`config.mk`:
```
export PLATFORM = sky130hd
export DESIGN_NAME = line_card_port_config_flat
export DESIGN_NICKNAME = d
export VERILOG_FILES = /design/src/rtl/line_card_port_config_pkg.sv /design/src/rtl/APB.sv /design/src/rtl/SatReadClearCounter.sv /design/src/rtl/line_card_port_config.sv /design/src/flat_wrapper.sv
export SDC_FILE = /design/constraint.sdc
export NUM_CORES = 2
export LEC_CHECK = 0
export CAP_MARGIN = 20
export CORE_MARGIN = 3
export CORE_UTILIZATION = 35
export DETAILED_ROUTE_END_ITERATION = 6
export PLACE_DENSITY_LB_ADDON = 0.3
export SLEW_MARGIN = 10
export SYNTH_ARGS = -nofsm -noshare
export SYNTH_HDL_FRONTEND = slang
export SYNTH_SLANG_ARGS = --single-unit
```
`constraint.sdc`:
```
create_clock -name apb_pclk -period 3.92 [get_ports apb_pclk]
set_input_delay 0.784 -clock apb_pclk [delete_from_list [all_inputs] [get_ports apb_pclk]]
set_output_delay 0.784 -clock apb_pclk [all_outputs]
set_load 0.005 [all_outputs]
```
`src/rtl/line_card_port_config_pkg.sv`:
```
// Shared register map for the line card port configuration block.
// Offsets, global page index and VLAN_CFG bit positions feed software header generation.
package line_card_port_config_pkg;

    localparam int unsigned APB_DATA_W    = 32;
    localparam int unsigned PORT_IDX_W    = 5;
    localparam int unsigned REG_IDX_W     = 3;
    localparam int unsigned VLAN_ID_MAX_W = 12;
    localparam int unsigned GEN_W         = 16;

    localparam logic [PORT_IDX_W-1:0] GLOBAL_PAGE = 5'd31;

    // Per-port page
    localparam logic [REG_IDX_W-1:0] REG_VLAN_CFG   = 3'd0;
    localparam logic [REG_IDX_W-1:0] REG_DROP_COUNT = 3'd1;
    localparam logic [REG_IDX_W-1:0] REG_ACTIVE_CFG = 3'd2;

    // Global page
    localparam logic [REG_IDX_W-1:0] REG_COMMIT     = 3'd0;
    localparam logic [REG_IDX_W-1:0] REG_GENERATION = 3'd1;
    localparam logic [REG_IDX_W-1:0] REG_INFO       = 3'd2;

    localparam int unsigned VLAN_CFG_DROP_TAGGED_BIT   = 31;
    localparam int unsigned VLAN_CFG_DROP_UNTAGGED_BIT = 30;
    localparam int unsigned COMMIT_BIT                 = 0;

    typedef struct packed {
        logic                     drop_tagged;
        logic                     drop_untagged;
        logic [VLAN_ID_MAX_W-1:0] vlan;
    } port_cfg_t;

    function automatic logic [APB_DATA_W-1:0] pack_cfg(input port_cfg_t cfg);
        logic [APB_DATA_W-1:0] w;
        w                             = '0;
        w[VLAN_CFG_DROP_TAGGED_BIT]   = cfg.drop_tagged;
        w[VLAN_CFG_DROP_UNTAGGED_BIT] = cfg.drop_untagged;
        w[VLAN_ID_MAX_W-1:0]          = cfg.vlan;
        return w;
    endfunction

endpackage

```
`src/rtl/APB.sv`:
```
// APB register bus bundle; the block is a zero-wait-state completer.
interface APB #(
    parameter int unsigned ADDR_WIDTH = 12,
    parameter int unsigned DATA_WIDTH = 32
);
    logic                  pclk;
    logic                  preset_n;
    logic                  psel;
    logic                  penable;
    logic                  pwrite;
    logic [ADDR_WIDTH-1:0] paddr;
    logic [DATA_WIDTH-1:0] pwdata;
    logic [DATA_WIDTH-1:0] prdata;
    logic                  pready;
    logic                  pslverr;

    modport completer (
        input  pclk, preset_n, psel, penable, pwrite, paddr, pwdata,
        output prdata, pready, pslverr
    );

    modport requester (
        input  pclk, preset_n, prdata, pready, pslverr,
        output psel, penable, pwrite, paddr, pwdata
    );
endinterface

```
`src/rtl/SatReadClearCounter.sv`:
```
// Saturating event counter with a clear that wins over the count but keeps a coincident event.
module SatReadClearCounter #(
    parameter int unsigned WIDTH = 32
) (
    input  logic             clk,
    input  logic             rst_n,
    input  logic             inc,
    input  logic             clr,
    output logic [WIDTH-1:0] count
);

    logic [WIDTH-1:0] count_q;
    logic [WIDTH-1:0] count_d;

    always_comb begin
        count_d = count_q;
        if (clr) begin
            count_d = WIDTH'(inc);
        end else if (inc && (count_q != '1)) begin
            count_d = count_q + WIDTH'(1);
        end
    end

    always_ff @(posedge clk or negedge rst_n) begin
        if (!rst_n) begin
            count_q <= '0;
        end else begin
            count_q <= count_d;
        end
    end

    assign count = count_q;

endmodule

```
`src/rtl/line_card_port_config.sv`:
```
// Per-port VLAN / drop-policy configuration with shadow/active double buffering,
// atomic commit, generation counter and read-to-clear drop counters over APB.
module line_card_port_config
    import line_card_port_config_pkg::*;
#(
    parameter int unsigned NUM_PORTS  = 24,
    parameter int unsigned VLAN_WIDTH = 12,
    parameter int unsigned CTR_WIDTH  = 32
) (
    APB.completer                                apb,
    input  logic [NUM_PORTS-1:0]                 drop_event,
    output logic [NUM_PORTS-1:0][VLAN_WIDTH-1:0] port_vlan,
    output logic [NUM_PORTS-1:0]                 port_drop_tagged,
    output logic [NUM_PORTS-1:0]                 port_drop_untagged,
    output logic                                 config_updated
);

    if (NUM_PORTS < 1 || NUM_PORTS > 31) begin : g_bad_num_ports
        $error("NUM_PORTS must be within 1..31");
    end
    if (VLAN_WIDTH < 1 || VLAN_WIDTH > VLAN_ID_MAX_W) begin : g_bad_vlan_width
        $error("VLAN_WIDTH must be within 1..12");
    end
    if (CTR_WIDTH < 8 || CTR_WIDTH > 32) begin : g_bad_ctr_width
        $error("CTR_WIDTH must be within 8..32");
    end
    if ($bits(apb.prdata) != APB_DATA_W) begin : g_bad_data_width
        $error("APB DATA_WIDTH must be 32");
    end

    localparam logic [APB_DATA_W-1:0] INFO_WORD =
        {14'd0, 6'(CTR_WIDTH), 4'(VLAN_WIDTH), 8'(NUM_PORTS)};

    port_cfg_t             shadow_q [NUM_PORTS];
    port_cfg_t             active_q [NUM_PORTS];
    logic [GEN_W-1:0]      gen_q;
    logic                  config_updated_q;
    logic [CTR_WIDTH-1:0]  drop_count [NUM_PORTS];

    logic                  access_c;
    logic [PORT_IDX_W-1:0] port_c;
    logic [REG_IDX_W-1:0]  reg_c;
    logic                  global_c;
    logic                  port_ok_c;
    logic                  err_c;
    logic                  ok_c;
    logic                  shadow_we_c;
    logic                  commit_c;
    logic [NUM_PORTS-1:0]  clr_c;
    port_cfg_t             new_cfg_c;
    port_cfg_t             sel_shadow_c;
    port_cfg_t             sel_active_c;
    logic [CTR_WIDTH-1:0]  sel_count_c;
    logic [APB_DATA_W-1:0] rdata_c;
    logic                  unused_c;

    assign access_c  = apb.psel && apb.penable;
    assign port_c    = apb.paddr[9:5];
    assign reg_c     = apb.paddr[4:2];
    assign global_c  = (port_c == GLOBAL_PAGE);
    assign port_ok_c = (32'(port_c) < NUM_PORTS);
    assign unused_c  = ^{apb.paddr, apb.pwdata};

    // Error classification: bad page, undefined reg, write to RO, read of COMMIT
    always_comb begin
        err_c = 1'b0;
        if (global_c) begin
            case (reg_c)
                REG_COMMIT:               err_c = !apb.pwrite;
                REG_GENERATION, REG_INFO: err_c = apb.pwrite;
                default:                  err_c = 1'b1;
            endcase
        end else if (!port_ok_c) begin
            err_c = 1'b1;
        end else begin
            case (reg_c)
                REG_VLAN_CFG:                   err_c = 1'b0;
                REG_DROP_COUNT, REG_ACTIVE_CFG: err_c = apb.pwrite;
                default:                        err_c = 1'b1;
            endcase
        end
    end

    assign ok_c        = access_c && !err_c;
    assign shadow_we_c = ok_c && !global_c && apb.pwrite && (reg_c == REG_VLAN_CFG);
    assign commit_c    = ok_c && global_c && apb.pwrite && (reg_c == REG_COMMIT)
                         && apb.pwdata[COMMIT_BIT];

    always_comb begin
        new_cfg_c               = '0;
        new_cfg_c.drop_tagged   = apb.pwdata[VLAN_CFG_DROP_TAGGED_BIT];
        new_cfg_c.drop_untagged = apb.pwdata[VLAN_CFG_DROP_UNTAGGED_BIT];
        new_cfg_c.vlan          = VLAN_ID_MAX_W'(apb.pwdata[VLAN_WIDTH-1:0]);
    end

    always_comb begin
        sel_shadow_c = '0;
        sel_active_c = '0;
        sel_count_c  = '0;
        for (int i = 0; i < NUM_PORTS; i++) begin
            if (port_c == PORT_IDX_W'(i)) begin
                sel_shadow_c = shadow_q[i];
                sel_active_c = active_q[i];
                sel_count_c  = drop_count[i];
            end
        end
    end

    always_comb begin
        rdata_c = '0;
        if (ok_c && !apb.pwrite) begin
            if (global_c) begin
                case (reg_c)
                    REG_GENERATION: rdata_c = APB_DATA_W'(gen_q);
                    REG_INFO:       rdata_c = INFO_WORD;
                    default:        rdata_c = '0;
                endcase
            end else begin
                case (reg_c)
                    REG_VLAN_CFG:   rdata_c = pack_cfg(sel_shadow_c);
                    REG_DROP_COUNT: rdata_c = APB_DATA_W'(sel_count_c);
                    REG_ACTIVE_CFG: rdata_c = pack_cfg(sel_active_c);
                    default:        rdata_c = '0;
                endcase
            end
        end
    end

    assign apb.pready  = access_c;
    assign apb.pslverr = access_c && err_c;
    assign apb.prdata  = rdata_c;

    // Shadow writes, atomic shadow->active copy and generation count
    always_ff @(posedge apb.pclk or negedge apb.preset_n) begin
        if (!apb.preset_n) begin
            for (int i = 0; i < NUM_PORTS; i++) begin
                shadow_q[i] <= '0;
                active_q[i] <= '0;
            end
            gen_q            <= '0;
            config_updated_q <= 1'b0;
        end else begin
            config_updated_q <= commit_c;
            if (commit_c) begin
                for (int i = 0; i < NUM_PORTS; i++) begin
                    active_q[i] <= shadow_q[i];
                end
                gen_q <= gen_q + GEN_W'(1);
            end
            for (int i = 0; i < NUM_PORTS; i++) begin
                if (shadow_we_c && (port_c == PORT_IDX_W'(i))) begin
                    shadow_q[i] <= new_cfg_c;
                end
            end
        end
    end

    for (genvar g = 0; g < NUM_PORTS; g++) begin : g_port
        assign clr_c[g] = ok_c && !apb.pwrite && !global_c && (reg_c == REG_DROP_COUNT)
                          && (port_c == PORT_IDX_W'(g));

        SatReadClearCounter #(
            .WIDTH (CTR_WIDTH)
        ) u_drop_ctr (
            .clk   (apb.pclk),
            .rst_n (apb.preset_n),
            .inc   (drop_event[g]),
            .clr   (clr_c[g]),
            .count (drop_count[g])
        );

        assign port_vlan[g]          = active_q[g].vlan[VLAN_WIDTH-1:0];
        assign port_drop_tagged[g]   = active_q[g].drop_tagged;
        assign port_drop_untagged[g] = active_q[g].drop_untagged;
    end

    assign config_updated = config_updated_q;

endmodule

```
`src/flat_wrapper.sv`:
```
// flat-port wrapper written by rule: the top's interface ports become plain ports
module line_card_port_config_flat import line_card_port_config_pkg::*;
#(
    parameter int unsigned NUM_PORTS  = 24,
    parameter int unsigned VLAN_WIDTH = 12,
    parameter int unsigned CTR_WIDTH  = 32
)
  (drop_event, port_vlan, port_drop_tagged, port_drop_untagged, config_updated, apb_pclk, apb_preset_n, apb_psel, apb_penable, apb_pwrite, apb_paddr, apb_pwdata, apb_prdata, apb_pready, apb_pslverr);
  APB #(.ADDR_WIDTH(12), .DATA_WIDTH(32)) apb_i ();
  input  logic [NUM_PORTS-1:0] drop_event;
  output logic [NUM_PORTS-1:0][VLAN_WIDTH-1:0] port_vlan;
  output logic [NUM_PORTS-1:0] port_drop_tagged;
  output logic [NUM_PORTS-1:0] port_drop_untagged;
  output logic config_updated;
  input wire logic [$bits(apb_i.pclk)-1:0] apb_pclk;
  input wire logic [$bits(apb_i.preset_n)-1:0] apb_preset_n;
  input wire logic [$bits(apb_i.psel)-1:0] apb_psel;
  input wire logic [$bits(apb_i.penable)-1:0] apb_penable;
  input wire logic [$bits(apb_i.pwrite)-1:0] apb_pwrite;
  input wire logic [$bits(apb_i.paddr)-1:0] apb_paddr;
  input wire logic [$bits(apb_i.pwdata)-1:0] apb_pwdata;
  output wire logic [$bits(apb_i.prdata)-1:0] apb_prdata;
  output wire logic [$bits(apb_i.pready)-1:0] apb_pready;
  output wire logic [$bits(apb_i.pslverr)-1:0] apb_pslverr;
  assign apb_i.pclk = apb_pclk;
  assign apb_i.preset_n = apb_preset_n;
  assign apb_i.psel = apb_psel;
  assign apb_i.penable = apb_penable;
  assign apb_i.pwrite = apb_pwrite;
  assign apb_i.paddr = apb_paddr;
  assign apb_i.pwdata = apb_pwdata;
  assign apb_prdata = apb_i.prdata;
  assign apb_pready = apb_i.pready;
  assign apb_pslverr = apb_i.pslverr;
  line_card_port_config #(.NUM_PORTS(NUM_PORTS), .VLAN_WIDTH(VLAN_WIDTH), .CTR_WIDTH(CTR_WIDTH)) u_core (.apb(apb_i), .drop_event(drop_event), .port_vlan(port_vlan), .port_drop_tagged(port_drop_tagged), .port_drop_untagged(port_drop_untagged), .config_updated(config_updated));
endmodule
```
# Word level (Yosys, flattened, before mapping)
# Cells that the tools add are included.
dict set report word_totals {
  reg_bits 1457
  in_bits 73
  output_inout_bits 371
}
dict set report classes {
  add_sub_neg 25
  n_lt_le_gt_ge 1
  eq_ne 50
  n_mux 128
  n_reduce_logical 115
}
# op count
set op_table {}
lappend op_table {{32-bit two-way mux} 74}
lappend op_table {{32-bit by 1-bit adder with 32-bit output (second input constant)} 24}
lappend op_table {{32-bit != test (second input constant)} 24}
lappend op_table {{14-bit two-way mux} 48}
lappend op_table {{32-bit case mux with 3 select lines} 1}
lappend op_table {{1-bit logical AND} 85}
lappend op_table {{2-bit nonzero test} 24}
lappend op_table {{5-bit == test (second input constant)} 9}
lappend op_table {{5-bit by 4-bit == test with 1-bit output (second input constant)} 8}
lappend op_table {{18-bit case mux with 2 select lines} 1}
lappend op_table {{5-bit by 3-bit == test with 1-bit output (second input constant)} 4}
lappend op_table {{16-bit by 1-bit adder with 16-bit output (second input constant)} 1}
lappend op_table {{5-bit by 2-bit == test with 1-bit output (second input constant)} 2}
lappend op_table {{5-bit by 1-bit == test with 1-bit output (second input constant)} 1}
lappend op_table {{5-bit logical NOT} 1}
lappend op_table {{5-bit less-than comparator (second input constant)} 1}
lappend op_table {{1-bit case mux with 2 select lines} 2}
lappend op_table {{3-bit by 1-bit == test with 1-bit output (second input constant)} 1}
lappend op_table {{3-bit by 2-bit == test with 1-bit output (second input constant)} 1}
lappend op_table {{1-bit logical NOT} 3}
lappend op_table {{3-bit logical NOT} 1}
lappend op_table {{1-bit two-way mux} 2}
lappend op_table {{2-bit OR reduction} 1}

# Logic depth before layout (Yosys ltp)
dict set report logic_depth {
  depth_word 28
  mapped_depth 12
}

# By module
# Synthesis repeated with hierarchy kept, for this count alone.
dict set report unflattened {
  hier_cells 8687
  hier_area_um2 78833.1
}
# mod instances cells_each area_per_inst_um2 seq_area_each_um2
set modules_own_cells {}
lappend modules_own_cells {SatReadClearCounter 24 195 1747.9 800.8}
lappend modules_own_cells {line_card_port_config 1 4007 36882.9 17241.5}

# Worst setup path before layout
# Ideal clock, no wire load.
dict set report synth_path {
  path_kind {input -> output}
  from {in apb_paddr[7]}
  to {out apb_prdata[15]}
  arrival_ns 2.854
  required_ns 3.136
  path_slack_ns 0.282
  stages 9
  n_path_buf 2
  path_cell_list {clkbuf_2 or3_1 clkbuf_1 nor2_1 a221oi_1 a211oi_1 or3_1 o2111ai_1 a2111oi_0}
}
dict set report synth_via {
  elab_chain_len 28
}
# item line
set synth_lines {}
lappend synth_lines {{start: declaration} flat_wrapper.sv:20} ;# input wire logic [$bits(apb_i.paddr)-1:0] apb_paddr;
lappend synth_lines {{5-bit logical NOT} line_card_port_config.sv:101} ;# if (port_c == PORT_IDX_W'(i)) begin
lappend synth_lines {{32-bit two-way mux (24 in a row)} line_card_port_config.sv:101}
lappend synth_lines {{32-bit case mux with 3 select lines} line_card_port_config.sv:119} ;# case (reg_c)
lappend synth_lines {{32-bit two-way mux} line_card_port_config.sv:112} ;# if (global_c) begin
lappend synth_lines {{32-bit two-way mux (*)} line_card_port_config.sv:111} ;# if (ok_c && !apb.pwrite) begin
lappend synth_lines {{end: declaration} flat_wrapper.sv:22} ;# output wire logic [$bits(apb_i.prdata)-1:0] apb_prdata;
# Mark *: on every way between the ends. The rest lies on a longest branch, timed or not.

# Worst setup path in the final report
dict set report layout_path {
  from {in apb_paddr[8]}
  to {out apb_prdata[8]}
}
dict set report layout_via {
  elab_chain_len 28
}
# item line
set layout_lines {}
lappend layout_lines {{5-bit logical NOT} line_card_port_config.sv:101}
lappend layout_lines {{14-bit two-way mux / 32-bit two-way mux (equally long branches) (24 in a row)} line_card_port_config.sv:101}
lappend layout_lines {{32-bit case mux with 3 select lines} line_card_port_config.sv:119}
lappend layout_lines {{32-bit two-way mux} line_card_port_config.sv:112}
lappend layout_lines {{32-bit two-way mux (*)} line_card_port_config.sv:111}
# Marked as above.

==> impl_metrics.toml <==
[run_status]
status = "complete, but fails checks"
violations = "DRC, setup timing"

[critical_path]
critPathCaptureType = "primary output"
worstPathCellList = "buf_12 -> buf_6 -> or3_4 -> nor2_4 -> buf_8 -> buf_4 -> a221oi_4 -> o211ai_1 -> a21oi_1 -> buf_4 -> o2111ai_4 -> buf_6 -> a211o_1 -> buf_2"
critPathLaunchType = "input pin"
cp-startpoint = "apb_paddr[8]"
path_class = "in2out"
cp_slowest_stage_delay_ns = 0.52
regToRegSetupSlack_ns = 0.81
critPathTopFamily = "compound AO/OA/AOI/OAI gates"
required_ns = 3.14
cp_slowest_cell = "o211ai_1"
cp_max_fo = 7
cp.buffers_inverters = 7
crit_arrival_ns = 3.59
reg2regPathDepth = 6
r2r-end = "u_core.g_port[16].u_drop_ctr.count[30]"
timing.rr.start = "u_core.g_port[16].u_drop_ctr.count[7]"

[sta]
layout_min_cycle_time_ns = 4.373
setup_viol = 31
fin_crit_sh_pct = 111.6
hold_viol_final = 0
worst_pin_slew_ns = 0.9600
skew_ns = 0.06051
grt_setup_unrepaired = "yes"
worst_slack_ns = -0.4535
drv_slew = 0
whs_ns = 0.5053
max_freq_mhz = 228.7
slew_headroom_pct = 35.41

[synth]
syn_area_per_cell_um2 = 9.812
synth_edf_count = 0
netlist_area_um2 = 77790
syn-num-nets = 8026
synth_cells = 7928
async_reset_ff_share_pct = 100.0
synth_ff_type = "dfrtp_1"
yosys_warnings = 0
yosysSeqAreaShare_pct = 46.87
synth-seq-cells = 1457
synth_cell_type_count = 96

[floorplan]
ios = 444
core_area_um2 = 220400
dieWidth_um = 477.4
floorplan.initialDensity_pct = 35.30
dieArea_um2 = 228000
num_rows = 172
dieHeight_um = 477.4

[placed_design]
dp_cells = 11870
place_hpwl_mm = 313.4
dpl-instance-area_um2 = 93320
place.gp.congestion = 1.072
post-place-ws_ns = -1.748
port_buffers = 421

[grt]
overflow = 0
grt_pass1_vias = 72950
track_usage_pct = 34.65
antenna_found_initial = 28
grt_max_degree = 121
grt_pass1_wl_mm = 569.7

[worst_hold_path]
min_to = "u_core.shadow_q[322]"
hold_class = "reg2reg"
hold_path.startpoint = "u_core.shadow_q[322]"
min_delay_path_depth = 2

[layout]
mostFrequentLayoutCells = "dfrtp_1, buf_4, nor2_1"
final_nets = 9374
final_cells = 12380
fillers = 20340
final_layout_size_suffix_gt1_share_pct = 29.44
finalInstanceArea_um2 = 105400
final_common_cell = "dfrtp_1"
final_core_util_pct = 47.81
area_growth_pct = 35.44

[run]
cap_violations = 0

[clock_network]
cts_buffers = 170
clk_pin_slew_ns = 0.06
clock_tree.buffer_depth = 3
clk_latency_ns = 0.85
root_buffer = "clkbuf_16"
clock-sinks = 1457
cts_tree = "yes"
h-tree-depth = 4

[pwr]
vdd_drop_max_uv = 344.3
leakagePower_nw = 46.04
powerDensity_nw_per_um2 = 371.9

[drt]
wl_per_cell_um = 33.08
ant_nets = 0
via_per_inst = 6.214
drc = 4
drt_iter0_drc = 10510
firstDrtPassIters = 7
wl_mm = 409.7
vias = 76940
layout make-up:
type	count	area, um2	share of cell area, %
Multi-Input combinational cell	5846	42240	40.09
Sequential cell	1457	36480	34.62
Timing Repair Buffer	1676	16520	15.68
Clock buffer	232	4931	4.680
Tap cell	2958	3701	3.513
Clock inverter	76	987.2	0.9370
Inverter	125	470.5	0.4465
Antenna cell	13	32.53	0.03088
state kept, by name (all words and copies together) (netlist names):
| signal | count |
|---|---|
| u_core.config_updated | 1 |
| u_core.g_port.u_drop_ctr.count | 768 |
| u_core.gen_q | 16 |
| u_core.port_drop_tagged | 24 |
| u_core.port_drop_untagged | 24 |
| u_core.port_vlan | 288 |
| u_core.shadow_q | 336 |
cells in the mapped netlist (all sizes together) (30+ instances only):
library cell / number / area share (%)
buf: 161 / 1.0
a21oi: 351 / 2.3
or3: 120 / 0.97
nand3: 373 / 2.4
nor3: 247 / 1.6
clkbuf: 339 / 1.6
and2: 46 / 0.37
o211ai: 49 / 0.47
a222oi: 30 / 0.39
nor2: 933 / 4.5
dfrtp: 1457 / 47
xnor2: 349 / 3.9
o22ai: 82 / 0.66
a221oi: 51 / 0.57
o221ai: 50 / 0.56
o21ai: 338 / 2.2
nand2: 545 / 2.6
mux2i: 89 / 1.1
a22oi: 135 / 1.3
a211oi: 44 / 0.42
xor2: 262 / 2.9
and4: 100 / 1.1
nand4: 258 / 2.1
inv: 124 / 0.60
and3: 134 / 1.1
nor4: 86 / 0.70
mux2: 666 / 9.6
a31oi: 44 / 0.35
metrics by stage:
stage | setup TNS, ns | power (mW)
4_1_cts | -6.550 | 39.00
6_report | -7.297 | 39.18
5_1_grt | -6.907 | 40.21
3_5_place_dp | -42.84 | 21.53
3_3_place_gp | -43.15 | 21.44
2_1_floorplan | 0 | 18.69
timing repair:
action | in CTS | in global routing
hold buffers | 1 | 0
setup endpoints to repair | 33 | 33
hold endpoints to repair | 49 | 0
gates cloned | 11 | 3
buffers inserted | 180 | 70
pin swaps | 217 | 155
resized for setup | 851 | 193
worst max path at each step:
stage	end	slack, ns	depth (start not counted)
finish	apb_prdata[8]	-0.45	14
global route	apb_prdata[3]	-0.40	16
CTS	apb_prdata[10]	-0.42	11
detailed placement	apb_prdata[10]	-1.75	16
global placement	apb_prdata[10]	-1.74	16
floorplan	apb_prdata[15]	0.28	9
logic make-up after synthesis:
kind of cell / synth area share [%]
muxes: 11.42
buffers and inverters: 3.247
DFF: 46.87
and+or+nand+nor: 19.24
xor gates and xnor gates: 6.879
AOI/OAI and AO/OA: 11.94
adders and majority gates: 0.4021
layer usage:
layer / vias up / wire, um / GRT usage [%]
met1: 39130 / 164000 / 47.03
met4: 22 / 32670 / 22.19
li1: 31640 / - / -
met2: 4963 / 168800 / 49.33
met3: 1183 / 44000 / 8.190
met5: - / 149 / 0
worst register-to-register path: stages (launching register included):
cell and delay [ns]:
dfrtp_1 0.50, and4_4 0.31, nand4_1 0.27, or4_4 0.70
or4b_1 0.68, or3_1 0.41, a21oi_1 0.15
power by group:
group / internal [mW] / switching, mW / total (mW)
registers: 15.7 / 1.49 / 17.2
clock network: 10.1 / 7.03 / 17.1
logic: 1.95 / 2.86 / 4.81
Note: power is estimated with default switching activity, not from simulation.
